==> src/rtl/rotary_pkg.sv <==
// Shared definitions for the rotary-cell valve sequencer: state codes, valve
// bit map, pump phase table and mux select encoding.
package rotary_pkg;

  typedef logic [3:0] state_t;

  localparam state_t ST_IDLE      = 4'd0;
  localparam state_t ST_ROUTE_IN  = 4'd1;
  localparam state_t ST_FILL      = 4'd2;
  localparam state_t ST_SEAL      = 4'd3;
  localparam state_t ST_MIX       = 4'd4;
  localparam state_t ST_ROUTE_OUT = 4'd5;
  localparam state_t ST_DRAIN     = 4'd6;
  localparam state_t ST_DONE      = 4'd7;
  localparam state_t ST_ABORT     = 4'd8;

  localparam int NUM_VALVES = 13;

  localparam int V_CB1_1 = 0;
  localparam int V_CB1_2 = 1;
  localparam int V_CB2_1 = 2;
  localparam int V_CB2_2 = 3;
  localparam int V_CB3_1 = 4;
  localparam int V_CB3_2 = 5;
  localparam int V_CB3_3 = 6;
  localparam int V_CB4_1 = 7;
  localparam int V_CB4_2 = 8;
  localparam int V_CB5_1 = 9;
  localparam int V_CB5_2 = 10;
  localparam int V_CB6_1 = 11;
  localparam int V_CB6_2 = 12;

  localparam logic [NUM_VALVES-1:0] VALVES_CLOSED = 13'h1FFF;

  // Pump patterns are ordered {cb3_1, cb3_2, cb3_3}.
  localparam logic [2:0] PUMP_IDLE      = 3'b111;
  localparam logic [2:0] PUMP_LAST_PHASE = 3'd5;

  typedef struct packed {
    logic [1:0] inlet;
    logic [1:0] trap;
    logic [7:0] mix_rot;
  } job_t;

  function automatic logic [2:0] pump_phase(input logic [2:0] idx);
    logic [2:0] pat;
    case (idx)
      3'd0:    pat = 3'b101;
      3'd1:    pat = 3'b100;
      3'd2:    pat = 3'b110;
      3'd3:    pat = 3'b010;
      3'd4:    pat = 3'b011;
      3'd5:    pat = 3'b001;
      default: pat = PUMP_IDLE;
    endcase
    return pat;
  endfunction

  // Returns {cbX_2, cbX_1, cbY_2, cbY_1} for a two-stage binary mux.
  function automatic logic [3:0] mux_encode(input logic [1:0] sel);
    return {~sel[1], sel[1], ~sel[0], sel[0]};
  endfunction

  function automatic logic is_pumping(input state_t s);
    return (s == ST_FILL) || (s == ST_MIX) || (s == ST_DRAIN);
  endfunction

endpackage

==> src/rtl/peristaltic_phase_gen.sv <==
// Three-valve peristaltic pump sequencer; holds each phase STEP_DIV cycles and
// flags the last cycle of every full rotation.
module peristaltic_phase_gen
  import rotary_pkg::*;
#(
  parameter int STEP_DIV = 4
) (
  input  logic       clk,
  input  logic       rst,
  input  logic       enable,
  input  logic       clear,
  output logic [2:0] pattern,
  output logic       rotation_tick
);

  localparam logic [15:0] DIV_LOAD = 16'(STEP_DIV - 1);

  logic [2:0]  phase_q, phase_d;
  logic [15:0] div_q, div_d;
  logic        active_q, active_d;
  logic [2:0]  pattern_q, pattern_d;

  // enable/clear describe the coming cycle, so pattern_q lines up with the
  // state register in the parent.
  always_comb begin
    phase_d  = phase_q;
    div_d    = div_q;
    active_d = active_q;
    if (clear) begin
      phase_d  = 3'd0;
      div_d    = DIV_LOAD;
      active_d = 1'b1;
    end else if (enable) begin
      active_d = 1'b1;
      if (div_q == 16'd0) begin
        div_d   = DIV_LOAD;
        phase_d = (phase_q == PUMP_LAST_PHASE) ? 3'd0 : phase_q + 3'd1;
      end else begin
        div_d = div_q - 16'd1;
      end
    end else begin
      phase_d  = 3'd0;
      div_d    = DIV_LOAD;
      active_d = 1'b0;
    end
    pattern_d = active_d ? pump_phase(phase_d) : PUMP_IDLE;
  end

  always_ff @(posedge clk) begin
    if (rst) begin
      phase_q   <= 3'd0;
      div_q     <= 16'd0;
      active_q  <= 1'b0;
      pattern_q <= PUMP_IDLE;
    end else begin
      phase_q   <= phase_d;
      div_q     <= div_d;
      active_q  <= active_d;
      pattern_q <= pattern_d;
    end
  end

  assign pattern       = pattern_q;
  assign rotation_tick = active_q && (phase_q == PUMP_LAST_PHASE) && (div_q == 16'd0);

endmodule

==> src/rtl/rotary_valve_sequencer.sv <==
// Load-mix-deliver job sequencer driving the rotary-cell valve manifold.
//   state     | meaning
//   IDLE      | all valves closed, ready for a command
//   ROUTE_IN  | m1 routes inlet to mixer, settle timer running
//   FILL      | as ROUTE_IN with pump running FILL_ROT rotations
//   SEAL      | mixer isolated, settle timer running
//   MIX       | mixer isolated, pump running mix_rot rotations
//   ROUTE_OUT | m2 routes mixer to trap, settle timer running
//   DRAIN     | as ROUTE_OUT with pump running DRAIN_ROT rotations
//   DONE      | all closed, done pulse
//   ABORT     | all closed, aborted pulse
module rotary_valve_sequencer
  import rotary_pkg::*;
#(
  parameter int STEP_DIV  = 4,
  parameter int SETTLE    = 8,
  parameter int FILL_ROT  = 2,
  parameter int DRAIN_ROT = 2
) (
  input  logic        clk,
  input  logic        rst,
  input  logic        cmd_valid,
  output logic        cmd_ready,
  input  logic [1:0]  cmd_inlet,
  input  logic [1:0]  cmd_trap,
  input  logic [7:0]  cmd_mix_rot,
  input  logic        abort,
  output logic [12:0] valve,
  output logic        busy,
  output logic        done,
  output logic        aborted
);

  localparam logic [15:0] SETTLE_LOAD = 16'(SETTLE - 1);
  localparam logic [7:0]  FILL_LOAD   = 8'(FILL_ROT);
  localparam logic [7:0]  DRAIN_LOAD  = 8'(DRAIN_ROT);

  state_t       state_q, state_d;
  logic [15:0]  timer_q, timer_d;
  logic [7:0]   rot_q, rot_d;
  job_t         job_q, job_d;
  logic [12:0]  valve_q, valve_d;

  logic         pump_enable;
  logic         pump_clear;
  logic [2:0]   pump_pat;
  logic         rotation_tick;

  function automatic logic [12:0] static_valves(input state_t s, input job_t j);
    logic [12:0] v;
    v = VALVES_CLOSED;
    case (s)
      ST_ROUTE_IN, ST_FILL: begin
        v[V_CB2_2:V_CB1_1] = mux_encode(j.inlet);
        v[V_CB4_1]         = 1'b0;
      end
      ST_ROUTE_OUT, ST_DRAIN: begin
        v[V_CB6_2:V_CB5_1] = mux_encode(j.trap);
        v[V_CB4_2]         = 1'b0;
      end
      default: v = VALVES_CLOSED;
    endcase
    return v;
  endfunction

  always_comb begin
    state_d = state_q;
    timer_d = timer_q;
    rot_d   = rot_q;
    job_d   = job_q;

    case (state_q)
      ST_IDLE: begin
        if (cmd_valid) begin
          job_d.inlet   = cmd_inlet;
          job_d.trap    = cmd_trap;
          job_d.mix_rot = cmd_mix_rot;
          timer_d       = SETTLE_LOAD;
          state_d       = ST_ROUTE_IN;
        end
      end
      ST_ROUTE_IN: begin
        if (timer_q == 16'd0) begin
          rot_d   = FILL_LOAD;
          state_d = ST_FILL;
        end else begin
          timer_d = timer_q - 16'd1;
        end
      end
      ST_FILL: begin
        if (rotation_tick) begin
          if (rot_q == 8'd1) begin
            timer_d = SETTLE_LOAD;
            state_d = ST_SEAL;
          end else begin
            rot_d = rot_q - 8'd1;
          end
        end
      end
      ST_SEAL: begin
        if (timer_q == 16'd0) begin
          if (job_q.mix_rot == 8'd0) begin
            timer_d = SETTLE_LOAD;
            state_d = ST_ROUTE_OUT;
          end else begin
            rot_d   = job_q.mix_rot;
            state_d = ST_MIX;
          end
        end else begin
          timer_d = timer_q - 16'd1;
        end
      end
      ST_MIX: begin
        if (rotation_tick) begin
          if (rot_q == 8'd1) begin
            timer_d = SETTLE_LOAD;
            state_d = ST_ROUTE_OUT;
          end else begin
            rot_d = rot_q - 8'd1;
          end
        end
      end
      ST_ROUTE_OUT: begin
        if (timer_q == 16'd0) begin
          rot_d   = DRAIN_LOAD;
          state_d = ST_DRAIN;
        end else begin
          timer_d = timer_q - 16'd1;
        end
      end
      ST_DRAIN: begin
        if (rotation_tick && (rot_q == 8'd1)) begin
          state_d = ST_DONE;
        end else if (rotation_tick) begin
          rot_d = rot_q - 8'd1;
        end
      end
      ST_DONE:  state_d = ST_IDLE;
      ST_ABORT: state_d = ST_IDLE;
      default:  state_d = ST_IDLE;
    endcase

    // DONE and ABORT are single-cycle exits, so abort only matters while a job runs.
    if (abort && (state_q inside {ST_ROUTE_IN, ST_FILL, ST_SEAL, ST_MIX, ST_ROUTE_OUT, ST_DRAIN})) begin
      state_d = ST_ABORT;
    end

    valve_d = static_valves(state_d, job_d);
  end

  assign pump_enable = is_pumping(state_d);
  assign pump_clear  = pump_enable && (state_d != state_q);

  peristaltic_phase_gen #(
    .STEP_DIV (STEP_DIV)
  ) u_phase_gen (
    .clk           (clk),
    .rst           (rst),
    .enable        (pump_enable),
    .clear         (pump_clear),
    .pattern       (pump_pat),
    .rotation_tick (rotation_tick)
  );

  always_ff @(posedge clk) begin
    if (rst) begin
      state_q <= ST_IDLE;
      timer_q <= 16'd0;
      rot_q   <= 8'd0;
      job_q   <= '0;
      valve_q <= VALVES_CLOSED;
    end else begin
      state_q <= state_d;
      timer_q <= timer_d;
      rot_q   <= rot_d;
      job_q   <= job_d;
      valve_q <= valve_d;
    end
  end

  always_comb begin
    valve          = valve_q;
    valve[V_CB3_1] = pump_pat[2];
    valve[V_CB3_2] = pump_pat[1];
    valve[V_CB3_3] = pump_pat[0];
  end

  assign cmd_ready = (state_q == ST_IDLE);
  assign busy      = (state_q != ST_IDLE);
  assign done      = (state_q == ST_DONE);
  assign aborted   = (state_q == ST_ABORT);

endmodule
==> config.mk <==
export PLATFORM = sky130hd
export DESIGN_NAME = rotary_valve_sequencer
export DESIGN_NICKNAME = d
export VERILOG_FILES = /design/src/rtl/rotary_pkg.sv /design/src/rtl/peristaltic_phase_gen.sv /design/src/rtl/rotary_valve_sequencer.sv
export SDC_FILE = /design/constraint.sdc
export NUM_CORES = 1
export LEC_CHECK = 0
export ABC_AREA = 1
export CORE_ASPECT_RATIO = 0.6
export CORE_MARGIN = 3
export CORE_UTILIZATION = 45
export DETAILED_ROUTE_END_ITERATION = 10
export PLACE_DENSITY = 0.74
export SYNTH_ARGS = -nofsm -noshare
export SYNTH_HDL_FRONTEND = slang
export SYNTH_SLANG_ARGS = --single-unit
export TNS_END_PERCENT = 1
==> constraint.sdc <==
create_clock -name clk -period 3.6 [get_ports clk]
set_input_delay 0.72 -clock clk [delete_from_list [all_inputs] [get_ports clk]]
set_output_delay 0.72 -clock clk [all_outputs]
set_load 0.05 [all_outputs]
== Yosys cells after proc, flatten, opt, wreduce, memory -nomap -nowiden ==
Index checks and enable logic that the tools add are counted.

* Output and inout bits: 17
* Word-level logic and storage cells: 126
* Register bits after elaboration: 73
* Input port bits: 16

* Equal/unequal tests: 32
* Bitwise logic cells: 8
* Reductions and logical operators: 27
* $add $sub $neg: 4
* Multiplexer cells: 41

{| class="wikitable"
|+ Operators by type and width
! operator !! count
|-
| 16-bit 2-to-1 mux || 6
|-
| 16-bit one-hot mux with 4 select lines || 1
|-
| 8-bit 2-to-1 mux || 7
|-
| 4-bit 2-to-1 mux || 10
|-
| 16-bit zero test || 2
|-
| 8-bit one-hot mux with 4 select lines || 1
|-
| 16-bit by 1-bit subtractor with 16-bit output (second input constant) || 2
|-
| 4-bit by 3-bit == test with 1-bit output (second input constant) || 7
|-
| 4-bit one-hot mux with 7 select lines || 1
|-
| 12-bit 2-to-1 mux || 2
|-
| 3-bit one-hot mux with 6 select lines || 1
|-
| 2-bit inequality test (second input constant) || 7
|-
| 2-bit OR reduction || 7
|-
| 4-bit by 2-bit == test with 1-bit output (second input constant) || 3
|-
| 3-bit 2-to-1 mux || 4
|-
| 4-bit nonzero test || 3
|-
| 3-bit == test (second input constant) || 3
|-
| 4-bit by 1-bit == test with 1-bit output (second input constant) || 2
|-
| 8-bit by 1-bit == test with 1-bit output (second input constant) || 1
|-
| 8-bit zero test || 1
|-
| 1-bit NOT || 8
|-
| 8-bit AND reduction || 1
|-
| 8-bit by 1-bit subtractor with 8-bit output (second input constant) || 1
|-
| 3-bit by 2-bit == test with 1-bit output (second input constant) || 2
|-
| 16 further kinds || 29
|}

== Depth between registers and ports, before layout ==
Gate-level depths: netlist of run 1.

* Word-level depth: 14
* Depth in mapped cells: 14
* Gate-level depth less buffers: 14

== Cells and area by module ==
From an unflattened synthesis of run 1, not the netlist that was laid out.

* Cell total of the unflattened synthesis: 606
* Area total of the unflattened synthesis: 4068.9 um^2

{| class="wikitable"
|+ Modules (own cells, without submodules)
! module !! cells an instance !! sequential area each (um^2) !! area each (um^2) !! times used
|-
| rotary_valve_sequencer || 440 || 1001.0 || 2875.3 || 1
|-
| peristaltic_phase_gen || 166 || 460.4 || 1193.6 || 1
|}

== Worst setup path before layout of run 1 ==
OpenSTA, ideal clock, no wires.

* Kind: register to output
* Start: register state_q[3]
* End: output port aborted
* Data required time: 2.880 ns
* Buffers on the path: 0
* Path slack: 0.870 ns
* Cell stages (with the launch flop): 3
* Data arrival time: 2.010 ns
* Cell sequence: dfxtp_1 > inv_1 > nor4_1

* Longest elaborated chain between the ends: 1

{| class="wikitable"
|+ RTL lines
! item !! line !! RTL
|-
| start: declaration || rotary_valve_sequencer.sv:38 || <nowiki>state_t state_q, state_d;</nowiki>
|-
| start signal: assignment || rotary_valve_sequencer.sv:173 || <nowiki>state_q <= state_d;</nowiki>
|-
| 4-bit == test || rotary_valve_sequencer.sv:191 || <nowiki>assign aborted = (state_q == ST_ABORT);</nowiki>
|-
| end: declaration || rotary_valve_sequencer.sv:31 || <nowiki>output logic aborted</nowiki>
|}

No other way between the ends.

== Worst setup path after layout of run 1 ==
Same ends and word-level chain as after synthesis.

==> flow_metrics.py, run 1 <==
metrics = {
    "status": {
        "status": "completed",
    },
    "power_and_ir_drop": {
        "seqPwrFrac_pct": 28.3,
        "switching_share_pct": 45.0,
        "p_switching_mw": 1.75,
        "power_leakage_nw": 1.84,
        "vdd_drop_max_mv": 0.373,
        "total_power_mw": 3.90,
        "powerDensity_nw_per_um2": 872,
        "pwr-share-clk_pct": 23.0,
        "p_int_mw": 2.15,
        "pwr-share-comb_pct": 48.7,
    },
    "clock_network": {
        "cts.htree.levels": 3,
        "cts_tree": "yes",
        "clk_pin_slew_worst_paths_ps": 60,
        "ctsResizeCount": 0,
        "cts_buffer_depth": 2,
        "cts_made_buffers": 9,
        "ctsHoldBuffers": 0,
        "cts_setup_buffers": 0,
        "root_buffer": "clkbuf_16",
        "clk_latency_ps": 340,
        "cts.sinks": 73,
    },
    "sta": {
        "worstMarginPinSlew_ps": 685,
        "setup_viol": 0,
        "max_freq_mhz": 357,
        "rsz0062_at_grt": "no",
        "post-route-min-period_ps": 2800,
        "hold_slack_ps": 472,
        "finalSetupTns_ps": 0,
        "hold_violations": 0,
        "final_max_slew_viol_count": 0,
        "slew_headroom_pct": 54.3,
        "fin_skew_ps": 5.61,
        "period_share_pct": 77.9,
    },
    "route": {
        "num_vias": 3499,
        "wl_per_cell_um": 13.0,
        "wirelength_mm": 8.75,
        "ant_nets": 0,
        "post-route-drc-count": 0,
        "routed_via_density": 5.19,
        "drt_iter0_markers": 274,
        "dr.pass1.iters": 5,
    },
    "floorplan": {
        "fp.coreArea_um2": 7980,
        "die_h_um": 76.7,
        "die_area_um2": 9490,
        "fp-row-count": 25,
        "initial_core_util_pct": 46.9,
        "io-pin-count": 33,
        "die_x_um": 124,
    },
    "setup_path": {
        "path_class": "flip-flop to output pin",
        "crit_chain": "inv_1, nor4_1, clkdlybuf4s50_1",
        "crit_fanout": 5,
        "critical-path-slowest-cell": "clkdlybuf4s50_1",
        "start_kind": "flip-flop",
        "worst_setup_path_end_kind": "output pin",
        "cp.required_ps": 2880,
        "worstPathArrival_ps": 2080,
        "cp_top_family": "buffers and inverters",
        "critPathBufInv": 2,
        "critPathMaxStageDelay_ps": 860,
    },
    "finish": {
        "layout-area-overhead-vs-synth_pct": 19.5,
        "layout_commonest_cell": "nand2_1",
        "fin_area_um2": 4470,
        "layout_common_cells": "94 x nand2_1, 92 x nor2_1, 73 x dfxtp_1",
        "layout-drive-gt1-share_pct": 9.72,
        "num_antenna_cells": 0,
        "fillCellCount": 742,
        "fin_nets": 582,
        "final_cells": 674,
    },
    "logic_synthesis": {
        "synth_cell_types": 38,
        "ys.flop_type": "dfxtp_1",
        "synth.largest_area_cell": "dfxtp_1",
        "ys_ff_latch": 73,
        "synth_top_area_share_pct": 39.0,
        "synthTopCellsByArea": "dfxtp_1 39%, nand2_1 9.4%, nor2_1 9.2%",
        "synth_async_sr_flop_share_pct": 0,
        "synth_area_um2": 3740,
        "avgSynthCellArea_um2": 7.12,
        "synth_edf_count": 0,
        "synth_fp_nets": 547,
        "yosysSeqAreaShare_pct": 39.0,
        "syn_inst": 526,
        "yosysWarnings": 0,
    },
    "place": {
        "place_area_um2": 4170,
        "io_buffers": 32,
        "hpwl_mm": 6.38,
        "dpl.cell_count": 658,
        "place_congestion": 0.884,
    },
    "global_routing": {
        "grt_pass1_vias": 3342,
        "grt_pass1_wl_mm": 14.8,
        "grt-ovfl-total": 0,
        "grt_max_degree": 21,
        "antenna_found_initial": 0,
        "track_usage_pct": 19.4,
    },
    "flow_run": {
        "maxCapViolations": 0,
    },
    "min_path": {
        "hold_class": "flip-flop to flip-flop",
    },
}
[Yosys cell counts, types with 9 or more instances]
| library cell | instances |
|---|---|
| nand3b_1 | 9 |
| inv_1 | 49 |
| nand2_1 | 94 |
| a21oi_1 | 36 |
| dfxtp_1 | 73 |
| nor2_1 | 92 |
| xnor2_1 | 9 |
| xor2_1 | 18 |
| o21ai_0 | 38 |
| nor2_2 | 15 |
| clkbuf_1 | 9 |
| nand4_1 | 10 |
| nand3_1 | 24 |
[metal layers]
metal / wire length [um] / GRT usage [%]
met5: 0 / 0
met4: 119 / 6.96
met3: 605 / 6.12
met2: 3640 / 27.9
met1: 4380 / 27.1
[stage by stage]
| stage | worst slack, ps | utilization, % |
|---|---|---|
| floorplan | 870 | - |
| global placement | 1040 | 52.3 |
| detailed placement | 984 | 52.3 |
| CTS | 788 | 56.1 |
| global route | 664 | 56.1 |
| finish | 797 | 56.1 |
[sequential cells by signal (all words and copies together), names as in the netlist]
register and cells:
timer_q 16, u_phase_gen.div_q 16, job_q 12, valve_q 10, rot_q 8, state_q 4, u_phase_gen.pattern 3, u_phase_gen.phase_q 3
u_phase_gen.active_q 1
[power groups by stage]
| stage | registers (mW) | logic, mW | clock network [mW] |
|---|---|---|---|
| after floorplan | 1.17 | 1.39 | 0 |
| after global placement | 1.11 | 1.82 | 0 |
| after detailed placement | 1.11 | 1.87 | 0 |
| after CTS | 1.10 | 1.88 | 0.911 |
| after global routing | 1.12 | 2.12 | 0.950 |
| final | 1.10 | 1.90 | 0.897 |
[worst min-delay path: stages (launching register included)]
cell	delay [ps]
dfxtp_1	310
inv_1	70
a21oi_1	60
[worst paths after layout]
| path | from | end | slack (ps) | cells after the start |
|---|---|---|---|---|
| worst min register to register | job_q[6] | job_q[6] | 470 | 2 |
| worst max register to register | timer_q[0] | u_phase_gen.div_q[3] | 1040 | 13 |
| worst min-delay path | job_q[6] | job_q[6] | 470 | 2 |
| worst max-delay path | state_q[3] | aborted | 800 | 3 |
[final cells by class]
| class | instances | area, um^2 | share of cell area (%) |
|---|---|---|---|
| Multi-Input combinational cell | 389 | 2030 | 45.4 |
| Sequential cell | 73 | 1460 | 32.7 |
| Timing Repair Buffer | 35 | 343 | 7.66 |
| Clock buffer | 9 | 225 | 5.03 |
| Inverter | 53 | 199 | 4.45 |
| Tap cell | 108 | 135 | 3.02 |
| Clock inverter | 7 | 78.8 | 1.76 |
[logic make-up after synthesis]
family          Yosys count  share of synthesized area [%]
buf+inv                  64                           6.72
simple gates            268                           32.9
xor+xnor                 27                           6.32
compound gates           87                           12.8
mux                       2                          0.535
fa+ha+maj                 5                           1.67
flops                    73                           39.0
Note: power is estimated with default switching activity, not from simulation.
==> run 2, diff against run 1 <==
==> constraint.sdc (replaced) <==
create_clock -name clk -period 2.9 [get_ports clk]
set_input_delay 0.58 -clock clk [delete_from_list [all_inputs] [get_ports clk]]
set_output_delay 0.58 -clock clk [all_outputs]
set_load 0.05 [all_outputs]
==> run 2 against run 1 <==
Against the previous run:
- global-route usage up 0.72 points
- routed wire length up 1.6%
- final area up 0.67%
- highest routed layer unchanged
==> flow_metrics.py, run 2 (same netlist as run 1, synthesis figures left out) <==
metrics = {
    "floorplan": {
        "fp-row-count": 25,
        "die_x_um": 124,
        "die_area_um2": 9490,
        "initial_core_util_pct": 46.9,
        "fp.coreArea_um2": 7980,
        "io-pin-count": 33,
        "die_h_um": 76.7,
    },
    "setup_path": {
        "critical-path-slowest-cell": "clkdlybuf4s50_1",
        "r2r_cells": 11,
        "worstPathArrival_ps": 2100,
        "path_class": "flip-flop to output pin",
        "crit_chain": "inv_1, nor4_1, clkdlybuf4s50_1",
        "critPathMaxStageDelay_ps": 870,
        "crit_fanout": 5,
        "worst_setup_path_end_kind": "output pin",
        "start_kind": "flip-flop",
        "cp.required_ps": 2320,
    },
    "route": {
        "post-route-drc-count": 0,
        "drt_iter0_markers": 414,
        "dr.pass1.iters": 5,
        "routed_via_density": 5.24,
        "ant_nets": 0,
        "num_vias": 3550,
        "wl_per_cell_um": 13.1,
        "wirelength_mm": 8.89,
    },
    "clock_network": {
        "cts_tree": "yes",
        "cts_setup_buffers": 0,
        "root_buffer": "clkbuf_16",
        "ctsHoldBuffers": 0,
        "ctsResizeCount": 0,
        "clk_latency_ps": 340,
        "cts_buffer_depth": 2,
        "cts_made_buffers": 9,
        "cts.htree.levels": 3,
        "cts.sinks": 73,
        "clk_pin_slew_worst_paths_ps": 60,
    },
    "global_routing": {
        "antenna_found_initial": 0,
        "track_usage_pct": 20.1,
        "grt_pass1_wl_mm": 15.2,
        "grt_pass1_vias": 3272,
        "grt_max_degree": 18,
        "grt-ovfl-total": 0,
    },
    "sta": {
        "rsz0062_at_grt": "no",
        "worstMarginPinSlew_ps": 510,
        "fin_skew_ps": 4.28,
        "post-route-min-period_ps": 2680,
        "setup_viol": 0,
        "finalSetupTns_ps": 0,
        "max_freq_mhz": 373,
        "slew_headroom_pct": 65.9,
        "period_share_pct": 92.4,
        "hold_violations": 0,
        "final_max_slew_viol_count": 0,
    },
    "finish": {
        "layout_common_cells": "94 x nand2_1, 92 x nor2_1, 73 x dfxtp_1",
        "fin_area_um2": 4500,
        "layout_commonest_cell": "nand2_1",
        "layout-drive-gt1-share_pct": 10.4,
        "num_antenna_cells": 0,
        "layout-area-overhead-vs-synth_pct": 20.3,
        "fin_nets": 586,
        "reg.largest.list": "timer_q x16, u_phase_gen.div_q x16, job_q x12",
    },
    "status": {
        "status": "completed",
    },
    "place": {
        "hpwl_mm": 6.54,
        "place_congestion": 0.918,
        "io_buffers": 32,
        "place_area_um2": 4200,
    },
    "flow_run": {
        "maxCapViolations": 0,
    },
    "power_and_ir_drop": {
        "powerDensity_nw_per_um2": 1080,
        "power_leakage_nw": 1.86,
        "vdd_drop_max_mv": 0.549,
    },
    "min_path": {
        "hold_class": "flip-flop to flip-flop",
        "holdPathStages": 2,
    },
}
-- run 2: changes by cell type in the layout (fill, tap and decap cells not counted) --
cell	change
buf_4	+4
-- run 2: worst paths after layout --
path                                      startpoint                endpoint  slack, ps
worst max-delay path                      state_q[3]                 aborted        220
worst min-delay path            u_phase_gen.div_q[9]    u_phase_gen.div_q[9]        480
worst max register to register            timer_q[0]  u_phase_gen.pattern[2]        370
worst min register to register  u_phase_gen.div_q[9]    u_phase_gen.div_q[9]        480
-- run 2: cell type report --
class                      count  area [um^2]
fill                         740         3470
multi-input combinational    389         2030
sequential                    73         1460
timing repair buffer          39          373
clock buffer                   9          225
inverter                      53          199
tap                          108          135
clock inverter                 7         78.8
-- run 2: per-stage QoR --
step / std cells / hold slack, ps / setup WS [ps] / power, mW / utilization (%)
floorplan: 526 / 439 / 310 / 3.17 / -
global placement: 662 / 461 / 572 / 3.66 / 52.6
detailed placement: 662 / 462 / 487 / 3.71 / 52.6
CTS: 678 / 478 / 187 / 4.85 / 56.5
global route: 678 / 490 / 130 / 5.22 / 56.5
finish: 678 / 476 / 220 / 4.85 / 56.5
-- run 2: report_power, final --
group / total (mW) / internal, mW / switching, mW
clock network: 1.12 / 0.672 / 0.446
registers: 1.37 / 1.21 / 0.164
logic: 2.36 / 0.799 / 1.56
total: 4.85 / 2.68 / 2.17
-- run 2: critical path, delay by kind of cell, from the launching register on --
family | cells | cell delay (ps)
buf+inv | 2 | 980
flops | 1 | 470
simple gates | 1 | 320
-- run 2: per-layer routing --
layer	vias to the layer above	wire length [um]	GRT usage (%)
li1	1786	-	-
met5	-	0	0
met1	1624	4370	28.6
met4	0	93	5.41
met2	127	3740	29.1
met3	13	683	6.63
